### config.mk
export PLATFORM = sky130hd
export DESIGN_NAME = ann_mac_sequencer
export DESIGN_NICKNAME = d
export VERILOG_FILES = /design/src/rtl/ann_mac_sequencer.sv
export SDC_FILE = /design/constraint.sdc
export NUM_CORES = 1
export LEC_CHECK = 0
export ABC_AREA = 1
export BUFFER_PORTS_ARGS = -buffer_cell sky130_fd_sc_hd__buf_2
export CORE_UTILIZATION = 59
export DETAILED_ROUTE_END_ITERATION = 8
export PLACE_DENSITY = 0.83
export SETUP_SLACK_MARGIN = 0.05
export SKIP_CTS_REPAIR_TIMING = 1
export SYNTH_ARGS = -nofsm -noshare
export SYNTH_HDL_FRONTEND = slang
export SYNTH_SLANG_ARGS = --single-unit
### constraint.sdc
create_clock -name clk -period 4.4 [get_ports clk]
set_input_delay 0 -clock clk [delete_from_list [all_inputs] [get_ports clk]]
set_output_delay 0 -clock clk [all_outputs]
set_load 0.02 [all_outputs]
### src/rtl/ann_mac_sequencer.sv
// Per-layer input sequencer: walks input indices, fetches each from memory and pulses one MAC accumulate per index.
// Optional watchdog on mem_valid is enabled by defining ANN_SEQ_TIMEOUT_EN.
module ann_mac_sequencer #(
  parameter int MAX_IN      = 16,
  parameter int ADDR_W      = 7,
  parameter int TIMEOUT_CYC = 15
) (
  input  logic              clk,
  input  logic              n_rst,
  input  logic              start,
  input  logic [ADDR_W-1:0] max_input,
  output logic              mem_req,
  output logic [ADDR_W-1:0] mem_addr,
  input  logic              mem_valid,
  output logic              mac_clear,
  output logic              mac_en,
  output logic              busy,
  output logic              done,
  output logic              error
);

  typedef enum logic [2:0] {
    IDLE      = 3'd0,
    CLEAR     = 3'd1,
    ISSUE     = 3'd2,
    WAIT_DATA = 3'd3,
    ACCUM     = 3'd4,
    FINISH    = 3'd5
  } state_t;

  localparam logic [ADDR_W-1:0] MAX_IN_W = ADDR_W'(MAX_IN);

  state_t            state, state_nx;
  logic [ADDR_W-1:0] idx, lim, addr_q;
  logic              error_q;
  logic              illegal;
  logic              last_idx;
  logic              timeout_hit;

  assign illegal  = (max_input == '0) || (max_input > MAX_IN_W);
  assign last_idx = (idx == lim - ADDR_W'(1));

`ifdef ANN_SEQ_TIMEOUT_EN
  localparam int WD_W = $clog2(TIMEOUT_CYC + 1);
  logic [WD_W-1:0] wd;

  // Counter is zeroed in ISSUE so it always starts fresh on entry to WAIT_DATA.
  always_ff @(posedge clk or negedge n_rst) begin
    if (!n_rst) begin
      wd <= '0;
    end else if (state == ISSUE) begin
      wd <= '0;
    end else if (state == WAIT_DATA && !mem_valid) begin
      wd <= wd + WD_W'(1);
    end
  end

  assign timeout_hit = (state == WAIT_DATA) && !mem_valid && (wd == WD_W'(TIMEOUT_CYC - 1));
`else
  assign timeout_hit = 1'b0;
`endif

  // Memory handshake: mem_req is a one-cycle request for mem_addr; the sequencer then
  // holds mem_addr and waits in WAIT_DATA for mem_valid, so at most one read is outstanding.
  always_comb begin
    state_nx = state;
    case (state)
      IDLE:      if (start) state_nx = illegal ? FINISH : CLEAR;
      CLEAR:     state_nx = ISSUE;
      ISSUE:     state_nx = WAIT_DATA;
      WAIT_DATA: begin
        if (mem_valid)        state_nx = ACCUM;
        else if (timeout_hit) state_nx = FINISH;
      end
      ACCUM:     state_nx = last_idx ? FINISH : ISSUE;
      FINISH:    state_nx = IDLE;
      default:   state_nx = IDLE;
    endcase
  end

  always_ff @(posedge clk or negedge n_rst) begin
    if (!n_rst) begin
      state   <= IDLE;
      idx     <= '0;
      lim     <= '0;
      addr_q  <= '0;
      error_q <= 1'b0;
    end else begin
      state <= state_nx;
      case (state)
        IDLE: begin
          if (start) begin
            lim     <= max_input;
            idx     <= '0;
            error_q <= illegal;
          end
        end
        ISSUE:     addr_q <= idx;
        WAIT_DATA: if (timeout_hit) error_q <= 1'b1;
        ACCUM:     if (!last_idx) idx <= idx + ADDR_W'(1);
        default:   ;
      endcase
    end
  end

  // addr_q keeps the last requested index visible while not fetching.
  assign mem_addr  = (state == ISSUE) ? idx : addr_q;
  assign mem_req   = (state == ISSUE);
  assign mac_clear = (state == CLEAR);
  assign mac_en    = (state == ACCUM);
  assign busy      = (state != IDLE);
  assign done      = (state == FINISH);
  assign error     = error_q;

endmodule
Word level (Yosys, flattened, before mapping)

Index checks and enable logic that the tools add are counted.

Register bits after elaboration: 25
Input bits: 11
Output and inout port bits: 13
Word-level logic and storage cells: 34

Add/sub/neg operators: 2
$lt $le $gt $ge: 1
Equality and inequality tests: 9
Muxes and demuxes: 9
Reduce and logical (&&, ||, !) cells: 8

Operator list:

| cell                                               | number |
|---|---|
| 2-to-1 mux 7 bit                                   | 3 |
| case mux 3 bit (5 select lines)                    | 1 |
| case mux 7 bit (2 select lines)                    | 1 |
| 2-to-1 mux 3 bit                                   | 4 |
| adder 7 x 1 -> 7 bit, second input constant        | 1 |
| == test 7 bit                                      | 1 |
| > comparator 7 x 5 -> 1 bit, second input constant | 1 |
| zero test 7 bit                                    | 1 |
| subtractor 7 x 1 -> 7 bit, second input constant   | 1 |
| == test 3 x 2 -> 1 bit, second input constant      | 2 |
| == test 3 bit, second input constant               | 2 |
| inequality test 2 bit, second input constant       | 3 |
| AND reduction 2 bit                                | 2 |
| == test 3 x 1 -> 1 bit, second input constant      | 1 |
| zero test 3 bit                                    | 1 |
| AND reduction 3 bit                                | 1 |
| nonzero test 3 bit                                 | 1 |
| nonzero test 2 bit                                 | 1 |
| logical OR 1 bit                                   | 1 |

Longest topological paths before layout

Gate-level depths: netlist (run 1).

Word-level depth: 5
Gate-level depth with buffers: 13
Mapped depth without buffers: 13

Least setup slack after synthesis (run 1)

No wires, ideal clock.

Path type: flip-flop to flip-flop
Start point: register state[2]
End point: register addr_q[4]
Setup time: 186 ps
Data arrival time: 1915 ps
Required time: 4214 ps
Setup slack: 2300 ps
Stages on the path, launching flop included: 5
Path buffers: 1
Clock period less this slack: 2100 ps
Cells stage by stage: dfrtp_1 nor3_1 inv_1 clkbuf_1 o21ai_0

Word-level cells in the longest chain between the ends: 2

Ends and longest elaborated chain:

| element                  | RTL line | source |
|---|---|---|
| start: declaration       | 33       | `state_t state, state_nx;` |
| start signal: assignment | 89       | `state <= state_nx;` |
| == test 3 x 2 -> 1 bit   | --       |  |
| net mem_req              | 12       | `output logic mem_req,` |
| 2-to-1 mux 7 bit         | --       |  |
| net mem_addr[4]          | 13       | `output logic [ADDR_W-1:0] mem_addr,` |
| end signal: assignment   | 98       | `ISSUE: addr_q <= idx;` |
| end: declaration         | 34       | `logic [ADDR_W-1:0] idx, lim, addr_q;` |

The timed path passes the listed nets, and every way through them passes these cells.
A chain may end at the register's enable or synchronous reset.

Worst setup path after layout (run 1)

Start point: register state[2]
End point: output port mem_addr[5]

Word-level cells in the longest chain between the ends: 2

Ends and longest elaborated chain:

| element                | RTL line | source |
|---|---|---|
| == test 3 x 2 -> 1 bit | 107      | `assign mem_addr = (state == ISSUE) ? idx : addr_q;` |
| 2-to-1 mux 7 bit       | 107      |  |
| end: declaration       | 13       |  |

Every way passes these cells.

==> results by group, run 1 <==
Yosys
  – Most common cell in the netlist: nand2_1
  – Mapped Cells: 208
  – Seq/Total Area, Yosys: 0.430
  – Combinational family with the most area after synthesis: simple AND/OR/NAND/NOR gates
  – Post-Synth Adder-Cell Area: 0.0172
  – Compound-Gate Fraction of Synth Area: 0.0748
  – Post-synthesis cell area: around 1500 sq um
  – Top post-synthesis cells by count: nand2_1, inv_1, dfrtp_1
  – Synthesized Nets: between 200 and 250
  – Number of synthesized register bits: 25
  – Avg Inst Size Synth: around 7.0 sq um
  – Unique masters post-synth: 22
  – Prevailing post-synth register cell: dfrtp_1
  – Area leader, netlist: dfrtp_1
  – XOR/XNOR Fraction of Synth Area: 0.0241
  – Post-synth ARST share: 1.00
  – Top post-synthesis cells by area: dfrtp_1, nand2_1, inv_1
  – Simple-gate portion of the synthesized area: 0.361
  – Synth Warn #: 0
  – Top-area cell type share of the netlist area: 0.430
  – Multiplexer share of the synthesized area: 0
  – EDFF count, synth: 0

Setup path
  – Kind of critical path: reg -> out
  – Startpoint Class: register
  – Reg-to-reg setup timing slack: approximately 2.5 ns
  – Crit-path cells: nor3_1 > inv_1 > o21ai_0 > buf_2
  – CP Max Fanout: 15
  – WP depth: 4
  – FF-to-FF Start: lim[0]
  – Cells on worst reg2reg path: 12
  – Critical Path Slowest Stage Cell: dfrtp_1
  – Reg-to-reg endpoint: idx[4]
  – Family with the most delay on the worst path: buffers and inverters
  – Crit path DAT: about 1.9 ns
  – WP data required: between 4 and 5 ns
  – Worst setup EP type: output port
  – Bufs and invs on worst path: 2
  – Delay of the slowest cell on the worst path: about 0.45 ns

Placement
  – IO Port Bufs: 23
  – HPWL after DPL: 2400 um
  – Dpl cell area: roughly 1600 sq um
  – Pre-CTS WS: 2.55 ns
  – Total placed cells including tap cells: 257
  – Gpl congestion: roughly 0.83

Clock tree
  – Number of H-tree levels: 1
  – CTS Buf Count: 3
  – Clock Latency Late Sink: around 0.33 ns
  – Root buf cell: clkbuf_4
  – Max Buffers Root-to-Sink: 2
  – Clk slew on worst S/H paths: approximately 0.14 ns
  – CTS tree: yes
  – Number of sinks on the clock net: 25

Final layout
  – Layout Cell Area excl Fill: 1720 sq um
  – Finished Layout Cells: 270
  – Post-layout net count: 256
  – Share of layout cells above drive strength 1: 0.157
  – Area Growth Syn to Fin: 17.9%
  – Final core utilization: 0.754
  – Number of antenna cells inserted: 0
  – Fill count: between 150 and 200

Die
  – DIE WIDTH: 51.7 um
  – Die outline height: between 50 and 60 um
  – Core area: around 2300 sq um
  – # rows: 17
  – Top Ports: 24
  – Initial Util: 0.639
  – Die area: between 2000 and 3000 sq um

Min path
  – Worst Hold Launch: start
  – Hold Path Cell Cnt: 3
  – Hold WC Path Type: in -> reg
  – Hold EP: state[2]

STA
  – Worst-margin pin slew: 0.571 ns
  – Fin crit period: about 1.9 ns
  – Final worst path period share: 0.442
  – Total negative slack: 0 ns
  – Max Clock Skew: approximately 0.0027 ns
  – Hold Vio Cnt, Final: 0
  – RSZ-0062 raised after global routing: no
  – Slew HR: 0.619
  – Fmax: roughly 0.5 GHz
  – Final setup margin: approximately 2.5 ns
  – Slew Viols, Final: 0
  – Final Setup Violations: 0

Status
  – Outcome: complete, no violations

Power and ir drop
  – Switching pwr: 0.000476 W
  – Reg power frac: 0.360
  – VDD IR max: between 0.0004 and 0.0005 V
  – Comb power frac: 0.525
  – Sw Ratio: 0.491
  – Lkg Pwr: 0.935 nW
  – Power Density: 565 nW/um^2
  – Clock share of power: 0.115
  – Internal power: between 0.0004 and 0.0005 W

Route
  – Final wirelength: between 3000 and 4000 um
  – Vias per cell: 5.17
  – Final ANT Viol Nets: 0
  – TritonRoute pass-1 iters: 4
  – DR iter-0 viols: 28
  – Drc violations: 0
  – Wire per inst: ~13 um
  – Vias: between 1000 and 1500

Global route
  – GR Util All Layers: 0.278
  – GRT Residual Overflow: 0
  – Vias in the first global route: 1297
  – Global-route wire length before repair: 5430 um
  – Largest net degree at the start of global routing: 26
  – Initial antenna violation count: 0

Job
  – Max-Cap Viols: 0
## layer usage
layer,track usage,part of all wire
met2,0.468,0.49
met3,0.0351,0.036
met1,0.352,0.46
met4,0.131,0.014
met5,0,0
## stage by stage
step / power [W] / hold WS [ns]
after floorplan: 0.000725 / -0.296
after global placement: 0.000829 / 0.00629
after detailed placement: 0.000848 / 0.0211
after CTS: 0.000957 / -0.350
after global routing: 0.00106 / 0.104
final: 0.000969 / 0.0635
## cell usage in the layout (no fill, tap or decap), types with 4 or more instances in the layout
cell type / instances
dfrtp_1: 25
dlygate4sd3_1: 9
nor2_1: 18
inv_1: 32
o21ai_0: 14
nand3_1: 17
nand2_1: 71
nor3_1: 4
buf_2: 23
## sequential cells by signal, summed over array words and instances (netlist names)
register,flops
error,1
state,3
addr_q,7
idx,7
lim,7
## worst reg2reg max path, delay by kind of cell, from the launching register on
family	cells	cell delay [ns]
AOI/OAI and AO/OA	1	0.27
adders and majority gates	1	0.33
buffers and inverters	2	0.14
DFF	1	0.41
and+or+nand+nor	8	0.65
## worst max-delay path by stage
stage	from	endpoint	slack, ns
2_1_floorplan	state[2]	addr_q[4]	2.30
3_3_place_gp	lim[0]	idx[1]	2.62
3_5_place_dp	lim[0]	idx[4]	2.55
4_1_cts	state[1]	mem_addr[2]	2.49
5_1_grt	lim[0]	idx[5]	2.31
6_report	state[2]	mem_addr[5]	2.46
## power groups by stage
stage / Combinational (W) / Sequential, W / Clock, W
6_report: 0.000509 / 0.000349 / 0.000111
5_1_grt: 0.000581 / 0.000357 / 0.000118
4_1_cts: 0.000499 / 0.000348 / 0.000110
3_5_place_dp: 0.000495 / 0.000353 / 0
3_3_place_gp: 0.000479 / 0.000351 / 0
2_1_floorplan: 0.000379 / 0.000346 / 0
## final cells by class
| class | count | area (sq um) | share of cell area |
|---|---|---|---|
| Clock buffer | 3 | 22.5 | 0.0131 |
| Clock inverter | 1 | 5.00 | 0.00292 |
| Inverter | 34 | 128 | 0.0744 |
| Multi-Input combinational cell | 147 | 694 | 0.405 |
| Sequential cell | 25 | 626 | 0.365 |
| Tap cell | 28 | 35.0 | 0.0204 |
| Timing Repair Buffer | 32 | 205 | 0.120 |
## cells by family after synthesis
| group | Yosys count |
|---|---|
| AND/OR/NAND/NOR | 122 |
| AO/OA/AOI/OAI | 19 |
| buffers and inverters | 36 |
| flip-flops | 25 |
| XOR/XNOR | 4 |
| adder cells (fa/ha/maj) | 2 |
Note: power is estimated with default switching activity, not from simulation.
==> run 2: changes to the inputs <==
--- a/config.mk
+++ b/config.mk
@@ -7,9 +7,9 @@
 export LEC_CHECK = 0
 export ABC_AREA = 1
 export BUFFER_PORTS_ARGS = -buffer_cell sky130_fd_sc_hd__buf_2
-export CORE_UTILIZATION = 59
+export CORE_UTILIZATION = 50
 export DETAILED_ROUTE_END_ITERATION = 8
-export PLACE_DENSITY = 0.83
+export PLACE_DENSITY = 0.75
 export SETUP_SLACK_MARGIN = 0.05
 export SKIP_CTS_REPAIR_TIMING = 1
 export SYNTH_ARGS = -nofsm -noshare
==> constraint.sdc (replaced) <==
create_clock -name clk -period 1.7 [get_ports clk]
set_input_delay 0 -clock clk [delete_from_list [all_inputs] [get_ports clk]]
set_output_delay 0 -clock clk [all_outputs]
set_load 0.02 [all_outputs]
==> run 2 against run 1 <==
Net effect:
- clock skew grew 0.0015 ns
- hold slack lost 0.040 ns
- flip-flop and latch count is the same
- core utilization shrank 8.0 points
- first-iteration DRC count grew 50%
- cell area grew 8.3%
- total power grew to 2.9 times the previous value
- cell count grew 3.3%
- register-to-register slack lost 2.5 ns
- critical endpoint is now idx[6]
- critical path type is now reg -> reg
- combinational power grew to 3.1 times the previous value
- via count grew 1.1%
- sequential power grew to 2.6 times the previous value
==> results by group, run 2 (synthesis results as in run 1) <==
Clock tree
  – Clock Latency Late Sink: 0.33 ns (about the same)
  – CTS Buf Count: 3 (unchanged)
  – CTS tree: yes
  – Root buf cell: clkbuf_4
  – Number of sinks on the clock net: 25 (unchanged)
  – Number of H-tree levels: 1 (unchanged)
  – Clk slew on worst S/H paths: 0.15 ns (about the same)
  – Max Buffers Root-to-Sink: 2 (unchanged)

STA
  – Slew Viols, Final: 0 (unchanged)
  – Hold Vio Cnt, Final: 0 (unchanged)
  – RSZ-0062 raised after global routing: yes
  – Worst-margin pin slew: 0.557 ns (-0.0138 ns)
  – Fin crit period: about 1.7 ns
  – Final Setup Violations: 0 (unchanged)
  – Hold slack: 0.0237 ns (-0.0398 ns)
  – Max Clock Skew: 0.00422 ns (+0.00148 ns)
  – Final worst path period share: 0.999
  – Fmax: between 0.5 and 0.6 GHz
  – Slew HR: 0.628 (+0.00923)
  – Total negative slack: 0 ns (unchanged)

Global route
  – GR Util All Layers: 0.208 (-0.0692)
  – Largest net degree at the start of global routing: 26 (unchanged)
  – GRT Residual Overflow: 0 (unchanged)
  – Vias in the first global route: 1135 (-12%)
  – Met3 Track Usage GR: 0.0279 (-0.00718)
  – GR Util met2: 0.317 (-0.151)
  – Global route hottest layer: met2
  – Global-route wire length before repair: 5040 um (-7.2%)
  – Grt met1 use: 0.302 (-0.0502)
  – Initial antenna violation count: 0 (unchanged)

Die
  – Die outline height: 55.9 um (+8.3%)
  – Die area: 3130 sq um (+17%)
  – Top Ports: 24 (unchanged)
  – DIE WIDTH: 55.9 um (+8.3%)
  – # rows: 19 (+2)
  – Core area: 2760 sq um (+21%)
  – Initial Util: 0.528 (-0.112)

Setup path
  – Worst setup EP type: register
  – WP data required: 1.95 ns (-2.45 ns)
  – Startpoint Class: register
  – Kind of critical path: reg -> reg
  – CP Max Fanout: 6 (-9)
  – FF-to-FF Start: lim[1]
  – Crit path DAT: 1.94 ns (about the same)
  – Critical path origin: lim[1]

Final layout
  – Most common cell after layout, fill and taps aside: nand2_1
  – Share of layout cells above drive strength 1: 0.258 (+0.101)
  – Biggest regs: addr_q (7), idx (7), lim (7)
  – Area Growth Syn to Fin: 27.7%
  – Number of antenna cells inserted: 0 (unchanged)
  – Post-layout net count: 262 (+2.3%)
  – Commonest non-fill, non-tap cells in the layout: nand2_1, inv_1, dfrtp_1

Power and ir drop
  – Sw Ratio: 0.486 (-0.00492)
  – Comb power frac: 0.568 (+0.043)
  – Internal power: 0.00143 W (+190%)
  – VDD IR max: 0.00107 V (+160%)
  – Clock share of power: 0.104 (-0.011)
  – Reg power frac: 0.328 (-0.032)
  – Power Density: 1500 nW/um^2 (+170%)
  – Switching pwr: 0.00136 W (+180%)
  – Lkg Pwr: 0.973 nW (+4.1%)

Min path
  – Worst Hold Launch: start
  – Hold WC Path Type: in -> reg

Route
  – TritonRoute pass-1 iters: 4 (unchanged)
  – Final ANT Viol Nets: 0 (unchanged)
  – Final wirelength: 3350 um (-0.77%)
  – Drc violations: 0 (unchanged)
  – Vias per cell: 5.05 (-2.2%)
  – Wire per inst: 12.0 um (-4.0%)
  – Vias: 1410 (+1.1%)
  – DR iter-0 viols: 42 (+50%)

Placement
  – HPWL after DPL: 2280 um (-5.3%)
  – IO Port Bufs: 23 (unchanged)
  – Gpl congestion: 0.829 (-0.38%)

Status
  – Outcome: complete, no violations

Job
  – Max-Cap Viols: 0 (unchanged)
==> run 2: cell types whose count changed in the layout (fill, tap and decap cells not counted), sizes merged <==
cell / delta
clkinv: -1
buf: +5
clkinvlp: +1
o21bai: +1
==> run 2: per-stage QoR <==
step	setup WS, ns	total power, W	util	instances	cell area (sq um)
3_5_place_dp	-0.0374	0.00227	0.598	264	1650
3_3_place_gp	0.0195	0.00224	0.598	264	1650
2_1_floorplan	0.00840	0.00189	-	208	1460
4_1_cts	-0.0549	0.00257	0.609	268	1680
5_1_grt	-0.133	0.00302	0.674	279	1860
6_report	0.00174	0.00279	0.674	279	1860
==> run 2: path summary, 6_finish.rpt <==
kind | slack [ns] | endpoint | depth (start not counted)
worst min register to register | 0.50 | error | 2
worst min-delay path | 0.02 | state[2] | 3
max in group asynchronous | 1.14 | lim[2] | 2
min in group asynchronous | 0.16 | addr_q[3] | 2
worst max register to register | 0.002 | idx[6] | 12
worst max-delay path | 0.002 | idx[6] | 12
==> run 2: routing by layer <==
| layer | vias to the layer above | wire length (um) |
|---|---|---|
| li1 | 733 | - |
| met2 | 36 | 1590 |
| met1 | 634 | 1600 |
| met3 | 7 | 86 |
| met5 | - | 0 |
| met4 | 0 | 79 |
==> run 2: layout make-up <==
type                            instances  area [sq um]
Clock buffer                            3          22.5
Clock inverter                          1          7.51
Fill cell                             253           900
Inverter                               34           130
Multi-Input combinational cell        148           777
Sequential cell                        25           627
Tap cell                               31          38.8
Timing Repair Buffer                   37           255
==> run 2: power groups by stage <==
stage,Clock [W],Combinational [W],Sequential (W)
floorplan,0,0.000994,0.000898
global placement,0,0.00133,0.000902
detailed placement,0,0.00136,0.000905
CTS,0.000297,0.00137,0.000896
global route,0.000324,0.00175,0.000941
finish,0.000290,0.00158,0.000915
==> run 2: worst max-delay path, cell delays in order (launching register included) <==
cell and delay, ns:
dfrtp_1 0.39, inv_2 0.05, ha_4 0.18, inv_2 0.06, nand2_2 0.06, nand3_2 0.08
nand2_1 0.06, nor2_2 0.11, nand3_2 0.14, o21bai_4 0.24, nand2_4 0.12, nand2_2 0.08
nand2_1 0.04
==> run 3: changes to the inputs <==
--- a/config.mk
+++ b/config.mk
@@ -8,6 +8,7 @@
 export ABC_AREA = 1
 export BUFFER_PORTS_ARGS = -buffer_cell sky130_fd_sc_hd__buf_2
 export CORE_UTILIZATION = 50
+export CTS_CLUSTER_SIZE = 14
 export DETAILED_ROUTE_END_ITERATION = 8
 export PLACE_DENSITY = 0.75
 export SETUP_SLACK_MARGIN = 0.05
==> constraint.sdc (replaced) <==
create_clock -name clk -period 1.35 [get_ports clk]
set_input_delay 0 -clock clk [delete_from_list [all_inputs] [get_ports clk]]
set_output_delay 0 -clock clk [all_outputs]
set_load 0.02 [all_outputs]
==> run 3 against run 2 <==
Net effect:
- the flow now finishes with violations (setup timing)
- non-clock buffer count up 30
- via count up 14%
- sequential share of layout area down 6.6 points
- register-to-register slack worse by 0.41 ns
- hold slack worse by 0.012 ns
- clock power up 25%
- first-iteration DRC count up 110%
- global-route usage up 3.3 points
- flip-flop and latch count unchanged
- critical path type unchanged
- largest cell class unchanged
- largest power group unchanged
==> results by group, run 3 (synthesis results as in run 1) <==
STA
  – Fin crit period: 1.76 ns (+0.0593 ns)
  – Hold Vio Cnt, Final: 0 (unchanged)
  – Final setup margin: -0.408 ns (-0.409 ns)
  – Slew Viols, Final: 0 (unchanged)
  – Final Setup Violations: 19 (+19)
  – Slew HR: 0.619 (-0.00912)
  – Worst-margin pin slew: 0.571 ns (+0.0137 ns)
  – Fmax: 0.569 GHz (-3.4%)
  – Final worst path period share: 1.30 (+0.303)
  – RSZ-0062 raised after global routing: yes
  – Max Clock Skew: 0.00567 ns (+0.00145 ns)
  – Hold slack: 0.0121 ns (-0.0117 ns)

Placement
  – Pre-CTS WS: -0.365 ns (-0.328 ns)
  – HPWL after DPL: 2540 um (+12%)
  – Dpl cell area: 1890 sq um (+15%)
  – IO Port Bufs: 23 (unchanged)
  – Gpl congestion: 0.804 (-3.0%)

Setup path
  – Critical Path Slowest Stage Cell: dfrtp_1
  – WP depth: 11 (-1)
  – Kind of critical path: reg -> reg
  – FF-to-FF Start: lim[1]
  – CP Max Fanout: 6 (unchanged)
  – Delay of the slowest cell on the worst path: 0.41 ns (+0.02 ns)
  – WP data required: 1.59 ns (-0.36 ns)
  – Crit-path cells: buf_4 > nor2_4 > nand2_2 > nor2_1 > nand2_1 > nand2_1 > nand2_2 > o21bai_4 > nand2_4 > nand2_2 > nand2_1
  – Worst setup EP type: register
  – Crit path DAT: 2.00 ns (+0.06 ns)
  – Family with the most delay on the worst path: simple AND/OR/NAND/NOR gates
  – Bufs and invs on worst path: 1 (-1)
  – Startpoint Class: register
  – Cells on worst reg2reg path: 11 (-1)
  – Critical path origin: lim[1]

Route
  – Vias: 1604 (+14%)
  – Drc violations: 0 (unchanged)
  – Vias per cell: 5.19 (+2.7%)
  – TritonRoute pass-1 iters: 5 (+1)
  – DR iter-0 viols: 90 (+110%)
  – Final ANT Viol Nets: 0 (unchanged)
  – Final wirelength: 4390 um (+31%)
  – Wire per inst: 14.2 um (+18%)

Die
  – DIE WIDTH: 55.9 um (unchanged)
  – Die outline height: 55.9 um (unchanged)
  – # rows: 19 (unchanged)
  – Initial Util: 0.528 (unchanged)
  – Core area: 2760 sq um (unchanged)
  – Die area: 3130 sq um (unchanged)
  – Top Ports: 24 (unchanged)

Power and ir drop
  – VDD IR max: 0.00183 V (+72%)
  – Total power draw: 0.00445 W (+59%)
  – Lkg Pwr: 1.17 nW (+20%)
  – Power Density: 1920 nW/um^2 (+28%)

Min path
  – Hold WC Path Type: in -> reg
  – Worst Hold Launch: mem_valid
  – Hold Path Cell Cnt: 5 (+2)

Global route
  – GRT Residual Overflow: 0 (unchanged)
  – Vias in the first global route: 1315 (+16%)
  – Global-route wire length before repair: 5910 um (+17%)
  – Grt met1 use: 0.334 (+0.0322)
  – Largest net degree at the start of global routing: 26 (unchanged)
  – Met3 Track Usage GR: 0.0535 (+0.0256)
  – GR Util All Layers: 0.241 (+0.0327)
  – Initial antenna violation count: 0 (unchanged)
  – GR Util met2: 0.392 (+0.0757)
  – Global route hottest layer: met2

Status
  – Outcome: finished with violations
  – Failing checks: setup timing

Clock tree
  – Number of sinks on the clock net: 25 (unchanged)
  – Clock Latency Late Sink: 0.33 ns (about the same)
  – Root buf cell: clkbuf_4
  – Max Buffers Root-to-Sink: 2 (unchanged)
  – CTS tree: yes
  – Number of H-tree levels: 1 (unchanged)
  – CTS Buf Count: 3 (unchanged)
  – Clk slew on worst S/H paths: 0.15 ns (about the same)

Final layout
  – Layout Cell Area excl Fill: 2320 sq um (+25%)
  – Biggest regs: addr_q (7), idx (7), lim (7)
  – Number of antenna cells inserted: 0 (unchanged)
  – Most common cell after layout, fill and taps aside: nand2_1
  – Area Growth Syn to Fin: 59.3%
  – Share of layout cells above drive strength 1: 0.417 (+0.159)
  – Final core utilization: 0.841 (+0.167)
  – Commonest non-fill, non-tap cells in the layout: nand2_1, buf_4, inv_1
  – Post-layout net count: 292 (+11%)

Job
  – Max-Cap Viols: 0 (unchanged)
[run 3: cell count changes in the layout (fill, tap and decap cells not counted), moves of 4 or more]
cell and change:
o21ai_4 +7, o21ai_1 -5, buf_2 -10, buf_4 +28, buf_6 +10, nand2_1 -6
nor2_1 -4
[run 3: layer usage]
layer	vias to the layer above	wire, um
li1	790	-
met1	719	1670
met4	0	126
met2	81	2340
met5	-	0
met3	14	257
[run 3: worst paths after layout]
check,endpoint,slack (ns)
max,idx[2],-0.41
min,state[0],0.01
max reg2reg,idx[2],-0.41
min reg2reg,error,0.51
max in group asynchronous,lim[2],0.76
min in group asynchronous,addr_q[0],0.17
[run 3: metrics by stage]
stage               cells  TNS (ns)
floorplan             208     -2.00
detailed placement    285     -3.32
finish                309     -5.32
global route          309     -6.85
global placement      285     -2.77
CTS                   289     -5.80
[run 3: final cells by class]
type	instances	area, sq um
clock buffer	3	22.5
tap	31	38.8
sequential	25	628
clock inverter	1	7.51
timing repair buffer	67	568
inverter	34	133
multi-input combinational	148	921
fill	164	439
[run 3: power by group]
group          total (W)  internal [W]  switching (W)
Sequential       0.00114      0.000956       0.000186
Combinational    0.00294       0.00128        0.00166
Clock           0.000363      0.000114       0.000249
[run 3: worst register-to-register path, delay by kind of cell (launching register included)]
family,cells,cell delay (ns)
and+or+nand+nor,9,0.86
buffers and inverters,1,0.15
DFF,1,0.41
AOI/OAI and AO/OA,1,0.25
